**src/rtl/riscv_uc.sv**
```systemverilog
`default_nettype none
// ============================================================================
//  Module   : riscv_uc
//  Purpose  : Multicycle Moore control unit for the RV32 subset datapath.
//             Sequences FETCH/DECODE/execute states, drives every datapath
//             control, traps unsupported opcodes and counts retired
//             instructions.
//  Ports    : clk, reset            - clock, synchronous active-high reset
//             opcode, branch        - decode inputs from the datapath
//             pc_load, pc_reset     - PC register controls
//             mem_re, mem_we        - data memory enables
//             reg_file_write        - register file write enable
//             alu_op, select_mux_*  - ALU function and datapath mux selects
//             halted, state         - trap flag and debug state view
//             instret               - retired-instruction counter
//  Revision : 1.0 - initial release
// ============================================================================
module riscv_uc #(
  parameter logic [6:0] OP_R  = 7'b0110011,
  parameter logic [6:0] OP_I  = 7'b0010011,
  parameter logic [6:0] OP_LD = 7'b0000011,
  parameter logic [6:0] OP_ST = 7'b0100011,
  parameter logic [6:0] OP_BR = 7'b1100011,
  parameter int         CNT_W = 32
) (
  input  logic             clk,
  input  logic             reset,
  input  logic [6:0]       opcode,
  input  logic             branch,
  output logic             pc_load,
  output logic             pc_reset,
  output logic             mem_re,
  output logic             mem_we,
  output logic             reg_file_write,
  output logic [1:0]       alu_op,
  output logic [1:0]       select_mux_1,
  output logic [1:0]       select_mux_2,
  output logic [1:0]       select_mux_3,
  output logic [1:0]       select_mux_4,
  output logic             halted,
  output logic [3:0]       state,
  output logic [CNT_W-1:0] instret
);

  localparam logic [3:0] S_RST     = 4'd0;
  localparam logic [3:0] S_FETCH   = 4'd1;
  localparam logic [3:0] S_DECODE  = 4'd2;
  localparam logic [3:0] S_EX_R    = 4'd3;
  localparam logic [3:0] S_WB_R    = 4'd4;
  localparam logic [3:0] S_EX_I    = 4'd5;
  localparam logic [3:0] S_WB_I    = 4'd6;
  localparam logic [3:0] S_LD_ADDR = 4'd7;
  localparam logic [3:0] S_LD_WB   = 4'd8;
  localparam logic [3:0] S_ST      = 4'd9;
  localparam logic [3:0] S_BR_CMP  = 4'd10;
  localparam logic [3:0] S_BR_UPD  = 4'd11;
  localparam logic [3:0] S_TRAP    = 4'd12;

  logic [3:0]       state_q, state_d;
  logic [CNT_W-1:0] instret_q;

  // State register and retired-instruction counter
  always_ff @(posedge clk) begin
    if (reset) begin
      state_q   <= S_RST;
      instret_q <= '0;
    end else begin
      state_q <= state_d;
      // pc_load is already forced low under reset, so this is the retire event
      if (pc_load) instret_q <= instret_q + CNT_W'(1);
    end
  end

  // Next-state logic
  always_comb begin
    state_d = S_RST;
    case (state_q)
      S_RST:     state_d = S_FETCH;
      S_FETCH:   state_d = S_DECODE;
      S_DECODE: begin
        if      (opcode == OP_R)  state_d = S_EX_R;
        else if (opcode == OP_I)  state_d = S_EX_I;
        else if (opcode == OP_LD) state_d = S_LD_ADDR;
        else if (opcode == OP_ST) state_d = S_ST;
        else if (opcode == OP_BR) state_d = S_BR_CMP;
        else                      state_d = S_TRAP;
      end
      S_EX_R:    state_d = S_WB_R;
      S_WB_R:    state_d = S_FETCH;
      S_EX_I:    state_d = S_WB_I;
      S_WB_I:    state_d = S_FETCH;
      S_LD_ADDR: state_d = S_LD_WB;
      S_LD_WB:   state_d = S_FETCH;
      S_ST:      state_d = S_FETCH;
      S_BR_CMP:  state_d = S_BR_UPD;
      S_BR_UPD:  state_d = S_FETCH;
      S_TRAP:    state_d = S_TRAP;
      default:   state_d = S_RST;   // encodings 13-15 recover through reset state
    endcase
  end

  // Moore output decode, with reset overriding every write/load enable
  always_comb begin
    pc_load        = 1'b0;
    pc_reset       = 1'b0;
    mem_re         = 1'b0;
    mem_we         = 1'b0;
    reg_file_write = 1'b0;
    alu_op         = 2'b00;
    select_mux_1   = 2'b00;
    select_mux_2   = 2'b00;
    select_mux_3   = 2'b00;
    select_mux_4   = 2'b00;
    halted         = 1'b0;
    case (state_q)
      S_RST:     pc_reset = 1'b1;
      S_EX_R:    alu_op = 2'b10;
      S_WB_R: begin
        alu_op         = 2'b10;
        select_mux_2   = 2'b01;
        reg_file_write = 1'b1;
        pc_load        = 1'b1;
      end
      S_EX_I: begin
        alu_op       = 2'b11;
        select_mux_1 = 2'b01;
      end
      S_WB_I: begin
        alu_op         = 2'b11;
        select_mux_1   = 2'b01;
        select_mux_2   = 2'b01;
        reg_file_write = 1'b1;
        pc_load        = 1'b1;
      end
      S_LD_ADDR: begin
        select_mux_1 = 2'b01;
        mem_re       = 1'b1;
      end
      S_LD_WB: begin
        select_mux_1   = 2'b01;
        mem_re         = 1'b1;
        reg_file_write = 1'b1;
        pc_load        = 1'b1;
      end
      S_ST: begin
        select_mux_1 = 2'b01;
        select_mux_4 = 2'b01;
        mem_we       = 1'b1;
        pc_load      = 1'b1;
      end
      S_BR_CMP:  alu_op = 2'b01;
      S_BR_UPD: begin
        alu_op       = 2'b01;
        pc_load      = 1'b1;
        select_mux_3 = {1'b0, branch};
      end
      S_TRAP:    halted = 1'b1;
      default: ;
    endcase
    if (reset) begin
      pc_load        = 1'b0;
      mem_re         = 1'b0;
      mem_we         = 1'b0;
      reg_file_write = 1'b0;
      pc_reset       = 1'b1;
    end
  end

  assign state   = state_q;
  assign instret = instret_q;

endmodule
`default_nettype wire

```
**config.mk**
```make
export PLATFORM = sky130hd
export DESIGN_NAME = riscv_uc
export DESIGN_NICKNAME = d
export VERILOG_FILES = /design/src/rtl/riscv_uc.sv
export SDC_FILE = /design/constraint.sdc
export NUM_CORES = 1
export LEC_CHECK = 0
export ABC_AREA = 1
export CAP_MARGIN = 20
export CORE_MARGIN = 1
export CORE_UTILIZATION = 30
export CTS_CLUSTER_DIAMETER = 30
export DETAILED_ROUTE_END_ITERATION = 7
export GPL_ROUTABILITY_DRIVEN = 0
export PLACE_DENSITY = 0.53
export SYNTH_ARGS = -nofsm -noshare
export SYNTH_HDL_FRONTEND = slang
export SYNTH_SLANG_ARGS = --single-unit
export TNS_END_PERCENT = 5
```
**constraint.sdc**
```tcl
create_clock -name clk -period 1.8 [get_ports clk]
set_clock_uncertainty 0.15 [all_clocks]
set_input_delay 0.36 -clock clk [delete_from_list [all_inputs] [get_ports clk]]
set_output_delay 0.36 -clock clk [all_outputs]
set_load 0.05 [all_outputs]
```
==> results by stage, run 1 <==
Synth:
- After synthesis, the netlist uses 34 different library cells.
- After synthesis, the cell types taking the most area are sky130_fd_sc_hd__dfxtp_1, sky130_fd_sc_hd__nand2_1, sky130_fd_sc_hd__nor2_1.
- In the synthesized netlist, the number of instances is approximately 380.
- The largest total area in the synthesized netlist belongs to sky130_fd_sc_hd__dfxtp_1.
- The total number of yosys warnings is 0.
- The number of flip-flops and latches in the synthesized netlist is 36.
- The most common flop cell mapped by yosys is sky130_fd_sc_hd__dfxtp_1.
- The average footprint of a synthesized cell is roughly 6.0 sq um.
- The number of flops mapped to enable cells by yosys is 0.
- The library cell with the highest instance count after synthesis is sky130_fd_sc_hd__nand2_1.
- The synthesized netlist occupies a cell area of around 0.0023 sq mm.
- The share of synthesized area in the top cell type comes to 0.319.
- Sorting the synthesized cells by how often they occur yields sky130_fd_sc_hd__nand2_1, sky130_fd_sc_hd__nor2_1, sky130_fd_sc_hd__inv_1.
- The fraction of registers with async set/reset is 0.
- The post-synthesis sequential area ratio is 0.319.

Power and ir drop:
- The static leakage power is around 1.5 nW.
- The power density of the placed cells is approximately 490 mW/mm^2.
- The portion of total power attributed to sequential cells is 0.446.
- Cell internal power was estimated by the tool at around 1.3 mW.
- The share of total power dissipated in combinational logic is 0.255.
- The switching share of power is 0.321.
- The switching power summed over all nets is between 600 and 700 uW.
- Of the total power, the clock network draws 0.299.
- The highest ir drop seen on vdd is ~0.33 mV.

CTS:
- For this design, the sink count on the clock tree is 36.
- The number of clock buffers inserted by TritonCTS is 5.
- No sink is reached through more buffers than the 2 on the longest clock path.
- The number of buffers inserted for hold repair after clock tree synthesis is 0.
- The H-tree depth is 2.
- The clock network latency to the later pin of the worst-skew pair is around 0.29 ns.
- TritonCTS built the clock tree.
- The tree is rooted in a sky130_fd_sc_hd__clkbuf_8.
- The clock slew at the register clock pins of the worst setup and hold paths is 0.07 ns.

STA:
- The final hold violation count came to 0.
- The routed design could run at a clock period as short as about 1.9 ns.
- The final number of max-transition violations is 0.
- Setup repair after global routing could not meet its margin everywhere.
- The period utilization is 1.05.
- Setup violations remaining at the end of the flow were counted as 9.
- Static timing analysis puts the maximum clock frequency at roughly 530 MHz.
- The final hold slack is 0.385 ns.
- Setup slack on the critical path of the routed design comes to -0.0985 ns.

Critical path:
- The category of the worst setup path launch point is a flop.
- Data on the critical path arrives at its endpoint at 1.39 ns.
- Data on the critical path is required at its endpoint by 1.29 ns.
- The critical register-to-register path startpoint is state[0].
- The worst register-to-register path has a depth of 10.
- The kind of critical path is reg2out.
- Across all register-to-register paths, the minimum setup slack is 0.08 ns.
- STA classifies the critical path endpoint as an output port.
- Of all nets on the critical path, the largest fanout is 5.
- The critical register-to-register path endpoint is instret[24].

Final layout:
- The share of layout cells above drive strength 1 is 0.298.
- The number of filler instances in the final layout is 700.
- After the last flow step, the layout net total stands at 490.
- 0 antenna diodes ended up in the layout.
- From synthesis to final layout, the design area changed by 70.8%.

Routing:
- The number of detailed-route iterations in the first pass is 4.
- The total number of vias is 2645.
- The remaining routing DRC violations is 0.
- The met1 routed wirelength after detailed routing is roughly 3.2 mm.
- Wire segments on met2 add up to between 3 and 4 mm in the final route.
- The count of routing violations after the opening detailed-route iteration is around 120.
- Dividing the detail-routed via count by the number of cells gives ~4.6.
- The final routed wire length divided by cell count is around 12 um.
- The routed design has 6.71 mm of wire.
- The amount of wire on met3 after detailed routing is between 200 and 300 um.
- The top layer used by detailed routing is met4.
- The antenna violation net count after detailed routing is 0.

Placement:
- The number of input and output port buffers inserted is 57.
- The post-DP HPWL is approximately 5.4 mm.
- The worst setup slack after placement is -0.179 ns.

Outcome:
- The final reports fail on setup timing.
- The flow ran to the end, but the final reports show violations.

Global route:
- Across every metal layer, demand over resource in global routing totals 0.188.
- The initial antenna violation count is 0.
- Entering global routing, the biggest net connects 17 pins.
- The global-route wire length before repair is ~12 mm.
- The via count of the first global-routing pass came to between 2000 and 2500.
- Summed over all layers, the global routing overflow is 0.

Job:
- The number of maximum-capacitance constraint violations is 0.

Worst hold path:
- The start point of the worst min-delay path is instret[12].
- The number of cells on the worst hold path is 2.
- The worst-case hold path end point is instret[12].
- The worst min-delay path category is reg2reg.

Die:
- The number of ports placed on the die boundary is 62.
- The overall die area is around 0.0079 sq mm.
- The width of the die is between 80 and 90 um.
- The initial standard-cell utilization of the core is 0.311.
- After floorplanning, the core was divided into 31 placement rows.
- The die boundary height is 88.7 um.
- The region available for standard cell placement spans just over 0.007 sq mm.
registers in the layout (all words and copies together) (netlist names):
| register | count |
|---|---|
| instret | 32 |
| state | 4 |
placed cells by master (no fill, tap or decap), types with 9 or more instances in the layout:
cell                              count
sky130_fd_sc_hd__nand2_1            108
sky130_fd_sc_hd__nor2_1              63
sky130_fd_sc_hd__buf_4               46
sky130_fd_sc_hd__buf_12              42
sky130_fd_sc_hd__inv_1               38
sky130_fd_sc_hd__nand3_1             27
sky130_fd_sc_hd__dfxtp_1             27
sky130_fd_sc_hd__a21oi_1             21
sky130_fd_sc_hd__nor2_4              10
sky130_fd_sc_hd__nor2_2              10
sky130_fd_sc_hd__o21ai_0              9
sky130_fd_sc_hd__clkdlybuf4s50_1      9
logic make-up after synthesis:
| kind of cell | share of synthesized area |
|---|---|
| AOI/OAI and AO/OA | 0.101 |
| xor gates and xnor gates | 0.0155 |
| adders and majority gates | 0.00554 |
| buffers and inverters | 0.103 |
| DFF | 0.319 |
| other | 0.00166 |
| and+or+nand+nor | 0.454 |
power groups by stage:
stage	combinational, mW	clock (mW)	sequential (mW)
floorplan	0.217	0	0.894
detailed placement	0.435	0	0.852
global placement	0.434	0	0.853
finish	0.477	0.561	0.836
CTS	0.471	0.581	0.834
global route	0.505	0.611	0.839
layer usage:
metal  vias to the layer above  global-route usage
met3                         7              0.0299
met5                         -                   0
met1                      1178               0.254
li1                       1393                   -
met2                        67               0.317
met4                         0              0.0396
worst max path at each step:
stage,start,end,slack [ns],depth (start not counted)
final,state[0],select_mux_1[0],-0.1,7
after global routing,state[3],mem_re,-0.17,7
after detailed placement,reset,instret[17],-0.18,7
after global placement,reset,instret[17],-0.13,7
after floorplan,state[0],mem_we,-0.20,6
after CTS,state[3],mem_re,-0.12,7
critical path: stages, from the launching register on:
cell	delay [ns]
sky130_fd_sc_hd__dfxtp_4	0.38
sky130_fd_sc_hd__inv_2	0.05
sky130_fd_sc_hd__nand2_2	0.08
sky130_fd_sc_hd__inv_1	0.06
sky130_fd_sc_hd__o21ai_1	0.14
sky130_fd_sc_hd__buf_4	0.14
sky130_fd_sc_hd__nand3_2	0.09
sky130_fd_sc_hd__buf_12	0.16
per-stage QoR:
| stage | power (mW) | TNS (ns) | cell area (sq um) | utilization | cells |
|---|---|---|---|---|---|
| 3_5_place_dp | 1.29 | -2.62 | 3650 | 0.503 | 568 |
| 4_1_cts | 1.89 | -0.631 | 3820 | 0.527 | 579 |
| 2_1_floorplan | 1.11 | -1.39 | 2310 | - | 382 |
| 6_report | 1.87 | -0.529 | 3860 | 0.532 | 579 |
| 5_1_grt | 1.95 | -1.34 | 3860 | 0.532 | 579 |
| 3_3_place_gp | 1.29 | -1.80 | 3650 | 0.503 | 568 |
area by class of cell:
| class | instances | area, sq um | share of cell area |
|---|---|---|---|
| Sequential cell | 36 | 742 | 0.192 |
| Multi-Input combinational cell | 291 | 1410 | 0.366 |
| Tap cell | 99 | 124 | 0.0321 |
| Timing Repair Buffer | 100 | 1320 | 0.342 |
| Clock buffer | 7 | 76.3 | 0.0198 |
| Inverter | 45 | 179 | 0.0464 |
| Clock inverter | 1 | 5.00 | 0.00130 |
what timing repair did:
item | 4_1_cts | 5_1_grt
gates resized for setup | 24 | 16
pin swaps | 6 | 5
endpoints found under the setup margin | 9 | 25
setup buffers | 3 | 0
Note: power is estimated with default switching activity, not from simulation.
==> run 2: changes to the inputs <==
PLACE_DENSITY = 0.51   (was 0.53)
clock period = 2.1 ns   (was 1.8 ns; I/O delays follow)
==> run 2 against run 1 <==
Effect of this change:
- the run now ends clean
- critical path depth is 6 lower
- sequential power is 15% lower
- flip-flop and latch count stayed put
- combinational power is 23% lower
- cell count is 5.0% lower
- die area stayed put
- clock power is 4.6% lower
- global-route usage is 0.93 points lower
- cell area is 17% lower
- clock-buffer cell count stayed put
- first-iteration DRC count is 45% lower
==> results by stage, run 2 (synthesis results as in run 1) <==
Final layout:
- Relative to the synthesized area, the layout overhead comes to 41.8%.
- The number of non-filler instances in the completed layout is 550 (-5.0%).
- The antenna diode count is 0 (unchanged).
- The share of the core filled with cells was 0.441 (-0.0904).
- The summed area of non-filler cells in the final layout was 0.00320 sq mm (-17%).
- Leaving out fill and tap cells, the most frequent cells in the layout are sky130_fd_sc_hd__nand2_1, sky130_fd_sc_hd__nor2_1, sky130_fd_sc_hd__buf_4, sky130_fd_sc_hd__inv_1, sky130_fd_sc_hd__dfxtp_1.
- The number of nets in the layout is 462 (-5.7%).
- The number of filler instances in the final layout came to 792 (+13%).
- The number of flip-flops in the largest register is 32 (unchanged).
- The share of layout cells above drive strength 1 is 0.206 (-0.0917).
- The library cell used most frequently in the layout, excluding fill and tap cells, is sky130_fd_sc_hd__nand2_1.

Routing:
- The antenna violation net count after detailed routing was 0 (unchanged).
- The total routed wirelength is 6.54 mm (-2.4%).
- The remaining routing DRC violations came to 0 (unchanged).
- The count of routing violations after the opening detailed-route iteration is 67 (-45%).
- The final routed wire length divided by cell count was 11.9 um (+2.7%).
- The number of detailed-route iterations in the first pass is 4 (unchanged).
- The total number of vias is 2491 (-5.8%).
- The detail-routed via count per cell is 4.53 (-0.86%).

Placement:
- The number of instances in the placed design is 543 (-4.4%).
- The post-DP HPWL was 5.21 mm (-2.7%).
- The number of input and output port buffers inserted is 57 (unchanged).
- The instance area after placement is 0.00307 sq mm (-16%).
- The worst setup slack after placement came to 0.0330 ns (+0.212 ns).

STA:
- The final number of setup-violating endpoints is 0 (-9).
- The smallest clock period supported by the final layout is computed as about 2 ns.
- The achievable clock frequency is roughly 500 MHz.
- The final number of max-transition violations came to 0 (unchanged).
- The final hold violation count is 0 (unchanged).
- The period utilization is 0.970.
- Setup repair after global routing could not meet its margin everywhere.
- The final hold slack is 0.361 ns (-0.0245 ns).
- The post-layout worst setup margin is 0.0620 ns (+0.161 ns).

Critical path:
- The highest-delay cell along the critical path is sky130_fd_sc_hd__clkdlybuf4s50_1.
- The required time reported for the critical path endpoint is 1.53 ns (+0.24 ns).
- The critical path capture point type is an output port.
- The worst-case register-to-register setup slack came to 0.29 ns (+0.21 ns).
- The number of buffer and inverter stages on the critical path is 1 (-3).
- The data arrival time of the critical path is 1.47 ns (+0.08 ns).
- The maximum fanout encountered on the critical timing path is 5 (unchanged).
- The category of the worst setup path launch point is a flop.
- The cell family contributing the most delay on the critical path is buffers and inverters.
- Traced cell by cell, the critical path runs through clkdlybuf4s50_1.
- The critical path in this run is classified as reg2out.
- The largest incremental delay on the critical path was 0.81 ns (+0.43 ns).
- In this run the critical register-to-register path is launched from instret[0].
- The launch point of the critical path is state[3].
- The count of cells along the worst register-to-register path is 8 (-2).
- In this run the critical register-to-register path is captured at instret[18].

CTS:
- The number of buffers inserted for hold repair after clock tree synthesis came to 0 (unchanged).
- The maximum root-to-sink buffer count is 2 (unchanged).
- The H-tree depth is 2 (unchanged).
- The TritonCTS clock tree is yes.
- The number of clock buffers inserted by TritonCTS came to 5 (unchanged).
- The cell at the root of the clock tree is sky130_fd_sc_hd__clkbuf_8.
- The number of clock sinks is 36 (unchanged).
- The post-CTS setup buffer count came to 0 (-3).
- The clock slew at the register clock pins of the worst setup and hold paths is 0.07 ns (about the same).
- The clock network latency to the later pin of the worst-skew pair is 0.29 ns (about the same).

Global route:
- The pin count of the biggest net entering global routing is 22 (+5).
- The via count of the first global-routing pass is 2303 (-6.9%).
- The overall track demand over capacity in global routing is 0.179 (-0.00926).
- The remaining global-route overflow is 0 (unchanged).
- The initial antenna violation count is 0 (unchanged).
- The global-route wire length before repair is 10.9 mm (-5.6%).

Power and ir drop:
- The highest ir drop seen on vdd came to 0.219 mV (-33%).
- The static leakage power is 1.30 nW (-16%).
- The power density of the placed cells was 504 mW/mm^2 (+3.8%).

Die:
- The initial standard-cell utilization of the core was 0.311 (unchanged).
- The width of the die was 88.7 um (unchanged).
- The die boundary height is 88.7 um (unchanged).
- The number of ports placed on the die boundary came to 62 (unchanged).
- The number of core rows is 31 (unchanged).
- The overall die area is 0.00787 sq mm (unchanged).
- The area of the placeable core came to 0.00725 sq mm (unchanged).

Worst hold path:
- The number of cells on the worst hold path is 2 (unchanged).
- The worst min-delay path category is reg2reg.
- The start point of the worst min-delay path is instret[8].
- The worst-case hold path end point is instret[8].

Job:
- The number of maximum-capacitance constraint violations is 0 (unchanged).

Outcome:
- The flow ran to the end, and the final reports show no timing, DRC or antenna violations.
run 2: changes by cell type in the layout (fill, tap and decap cells not counted), sizes merged:
cell,before,now
clkinv,2,0
clkdlybuf4s50,9,11
clkinvlp,0,1
buf,91,61
run 2: cell type report:
class	instances	area (sq um)	area share
clock buffers	7	96.3	0.0301
inverters	45	173	0.0539
multi-input cells	291	1360	0.424
flip-flops and latches	36	728	0.228
well taps	99	124	0.0387
repair buffers	72	722	0.226
run 2: where the power goes:
part           switching (mW)  internal, mW  total, mW
combinational           0.235         0.131      0.366
clock                   0.243         0.292      0.535
sequential             0.0171         0.696      0.713
total                   0.495          1.12       1.61
run 2: worst max path at each step:
stage | to | slack [ns] | cells past startpoint
after floorplan | reg_file_write | -0.32 | 4
after CTS | mem_re | -0.02 | 7
after global routing | pc_load | -0.02 | 7
after global placement | pc_load | 0.04 | 5
final | state[3] | 0.06 | 1
after detailed placement | instret[31] | 0.03 | 8
run 2: through the flow:
step / total power, mW / setup TNS, ns
final: 1.61 / 0
after global routing: 1.70 / -0.0264
after CTS: 1.62 / -0.0242
after detailed placement: 1.08 / 0
after global placement: 1.08 / 0
after floorplan: 0.947 / -1.45
run 2: timing repair:
item	4_1_cts	5_1_grt
endpoints found under the setup margin	5	5
gates resized for setup	3	10
pin swaps	0	1
run 2: per-layer routing:
metal / vias to the layer above / global-route usage / part of all wire / wire length (um)
li1: 1340 / - / - / -
met1: 1099 / 0.253 / 0.51 / 3310
met2: 43 / 0.285 / 0.45 / 2950
met3: 9 / 0.0280 / 0.033 / 215
met4: 0 / 0.0411 / 0.011 / 69
met5: - / 0 / 0 / 0
==> run 3: changes to the inputs <==
ABC_AREA = not set   (was 1)
PLACE_DENSITY = 0.52   (was 0.51)
==> run 3 against run 2 <==
Effect of this change:
- cell count is 27% lower
- first-iteration DRC count increased by 1.5%
- critical path depth is 4 higher
- synthesized cell count fell by 33%
- critical path type unchanged
- clock-buffer cell count is the same
- die area down 8.0%
==> results by stage, run 3 <==
Routing:
- The number of detailed-route iterations in the first pass is 4 (unchanged).
- The detail-routed via count per cell is 5.05 (+12%).
- The count of routing violations after the opening detailed-route iteration is 68 (+1.5%).
- The remaining routing DRC violations was 0 (unchanged).
- The total routed wirelength is 5.38 mm (-18%).
- The antenna violation net count after detailed routing is 0 (unchanged).
- The final routed wire length divided by cell count came to 13.4 um (+13%).
- The total number of vias was 2027 (-19%).

Final layout:
- The number of non-filler instances in the completed layout is 401 (-27%).
- The number of nets in the layout is 334 (-28%).
- The register area is 738 sq um (+1.4%).
- The number of filler instances in the final layout is 634 (-20%).
- The antenna diode count is 0 (unchanged).
- The number of flip-flops in the largest register is 32 (unchanged).
- The commonest non-fill, non-tap cell in the layout is sky130_fd_sc_hd__buf_4.
- The top cell types in the final layout, fill and taps aside, are sky130_fd_sc_hd__buf_4, sky130_fd_sc_hd__nor2_1, sky130_fd_sc_hd__dfxtp_1, sky130_fd_sc_hd__nand2_1, sky130_fd_sc_hd__a21oi_1.
- The layout-stage area growth over the synthesis result is 48.3%.
- The share of layout cells above drive strength 1 is 0.358 (+0.152).
- The combined area of the multi-input logic cells is 0.00136 sq mm (-0.18%).

Die:
- The initial standard-cell utilization of the core was 0.319 (+0.00801).
- The overall die area is 0.00725 sq mm (-8.0%).
- The area of the placeable core is 0.00649 sq mm (-10%).
- The width of the die is 85.1 um (-4.1%).
- The die boundary height came to 85.1 um (-4.1%).
- The number of ports placed on the die boundary is 62 (unchanged).
- The number of core rows came to 29 (-6.5%).

Critical path:
- The required time reported for the critical path endpoint was 1.53 ns (about the same).
- The data arrival time of the critical path is 1.51 ns (+0.04 ns).
- STA classifies the critical path startpoint as a flop.
- The largest incremental delay on the critical path is 0.38 ns (-0.43 ns).
- The highest-delay cell along the critical path is sky130_fd_sc_hd__dfxtp_4.
- The maximum fanout encountered on the critical timing path was 10 (+5).
- The kind of critical path is reg2out.
- Traced cell by cell, the critical path runs through nand2b_4 -> buf_4 -> o21a_1 -> nor3_4 -> buf_12.
- STA classifies the critical path endpoint as an output port.

Synth:
- In the post-synthesis netlist, the biggest area contributors are sky130_fd_sc_hd__dfxtp_1, sky130_fd_sc_hd__nor2_1, sky130_fd_sc_hd__xnor2_1.
- The average footprint of a synthesized cell came to 8.19 sq um (+38%).
- The post-synthesis sequential area ratio is 0.348 (+0.0283).
- The total number of yosys warnings came to 0 (unchanged).
- The most used flip-flop cell after synthesis is sky130_fd_sc_hd__dfxtp_1.
- Summed over all instances, the cell type with the most area after synthesis is sky130_fd_sc_hd__dfxtp_1.
- The commonest cells after synthesis are sky130_fd_sc_hd__dfxtp_1, sky130_fd_sc_hd__nor2_1, sky130_fd_sc_hd__nand2_1.
- The fraction of registers with async set/reset is 0 (unchanged).
- The gate count after technology mapping came to 253 (-33%).
- The top-area cell type share of the netlist area is 0.348 (+0.0283).
- The number of flip-flops and latches in the synthesized netlist is 36 (unchanged).
- The number of distinct standard cells referenced by the synthesized netlist is 47 (+38%).
- The netlist area before placement was 0.00207 sq mm (-8.1%).
- The number of flops mapped to enable cells by yosys was 0 (unchanged).

STA:
- The final critical-path required period was 2.08 ns (+0.0429 ns).
- Setup repair after global routing could not meet its margin everywhere.
- The period utilization is 0.991 (+0.0204).
- The post-layout worst setup margin was 0.0190 ns (-0.0429 ns).
- The final number of max-transition violations is 0 (unchanged).
- The final hold violation count is 0 (unchanged).
- The achievable clock frequency was 481 MHz (-2.1%).
- The final number of setup-violating endpoints came to 0 (unchanged).

Placement:
- The worst setup slack after placement is 0.0432 ns (+0.0102 ns).
- The post-DP HPWL is 4.11 mm (-21%).
- The number of input and output port buffers inserted is 57 (unchanged).
- The number of instances in the placed design is 391 (-28%).

Worst hold path:
- The worst min-delay path category is reg2reg.

CTS:
- The H-tree depth is 2 (unchanged).
- The cell at the root of the clock tree is sky130_fd_sc_hd__clkbuf_8.
- The clock slew at the register clock pins of the worst setup and hold paths is 0.08 ns (about the same).
- The number of clock sinks is 36 (unchanged).
- The TritonCTS clock tree is yes.
- The clock network latency to the later pin of the worst-skew pair came to 0.29 ns (about the same).
- The maximum root-to-sink buffer count is 2 (unchanged).
- The number of clock buffers inserted by TritonCTS is 5 (unchanged).

Global route:
- The initial antenna violation count is 0 (unchanged).
- The pin count of the biggest net entering global routing is 22 (unchanged).
- The via count of the first global-routing pass is 1917 (-17%).
- The global-route wire length before repair is 9.02 mm (-17%).
- The remaining global-route overflow is 0 (unchanged).
- The overall track demand over capacity in global routing came to 0.155 (-0.0239).

Power and ir drop:
- The static leakage power is 1.17 nW (-9.3%).
- The power density of the placed cells is 568 mW/mm^2 (+13%).
- The highest ir drop seen on vdd was 0.242 mV (+10%).

Outcome:
- The flow ran to the end, and the final reports show no timing, DRC or antenna violations.

Job:
- The number of maximum-capacitance constraint violations was 0 (unchanged).
run 3: timing repair:
item / in CTS / in global routing
hold buffers: 0 / 0
gates resized for setup: 6 / 7
pin swaps: 0 / 2
setup endpoints to repair: 5 / 11
setup buffers: 0 / 2
run 3: metal layers:
| metal | global-route usage | up-vias | routed length (um) |
|---|---|---|---|
| met5 | 0 | - | 0 |
| met4 | 0.0370 | 0 | 48 |
| met3 | 0.0350 | 4 | 200 |
| met2 | 0.257 | 41 | 2540 |
| met1 | 0.205 | 949 | 2590 |
| li1 | - | 1033 | - |
run 3: worst paths after layout:
check | from | to | slack, ns | depth (start not counted)
max | state[2] | reg_file_write | 0.02 | 5
min | instret[30] | instret[30] | 0.35 | 2
max reg2reg | instret[4] | instret[29] | 0.18 | 5
min reg2reg | instret[30] | instret[30] | 0.35 | 2
run 3: kinds of logic (layout without fill, tap and decap cells):
logic type / count (synthesis) / after routing / share of synthesized area
fa+ha+maj: 1 / 1 / 0.00603
other cells: 1 / 4 / 0.00181
compound gates: 47 / 47 / 0.141
buf+inv: 19 / 87 / 0.0477
xor+xnor: 20 / 20 / 0.0845
flops: 36 / 36 / 0.348
simple gates: 129 / 129 / 0.372
run 3: layout make-up:
cell class | count | share of cell area
clock inverters | 1 | 0.00977
multi-input cells | 201 | 0.441
well taps | 77 | 0.0313
flip-flops and latches | 36 | 0.240
clock buffers | 7 | 0.0313
inverters | 4 | 0.00488
repair buffers | 75 | 0.242
run 3: stage by stage:
stage / power (mW) / util / cell area (sq um) / TNS [ns] / hold WS [ns]
5_1_grt: 1.82 / 0.473 / 3070 / -0.0888 / 0.396
2_1_floorplan: 0.960 / - / 2160 / -0.148 / 0.495
3_3_place_gp: 1.08 / 0.446 / 2890 / 0 / 0.334
3_5_place_dp: 1.08 / 0.446 / 2890 / 0 / 0.337
4_1_cts: 1.76 / 0.467 / 3040 / 0 / 0.349
6_report: 1.75 / 0.473 / 3070 / 0 / 0.346
run 3: where the power goes:
part	leakage (nW)	total (mW)	switching, mW	internal, mW
Sequential	0.296	0.713	0.0196	0.694
Combinational	0.814	0.362	0.216	0.145
Clock	0.0645	0.671	0.251	0.419
Total	1.17	1.75	0.487	1.26
run 3: critical path: cells and delay by family, from the launching register on:
family	cells	cell delay (ns)
DFF	1	0.38
buffers and inverters	2	0.33
AOI/OAI and AO/OA	1	0.20
and+or+nand+nor	2	0.32
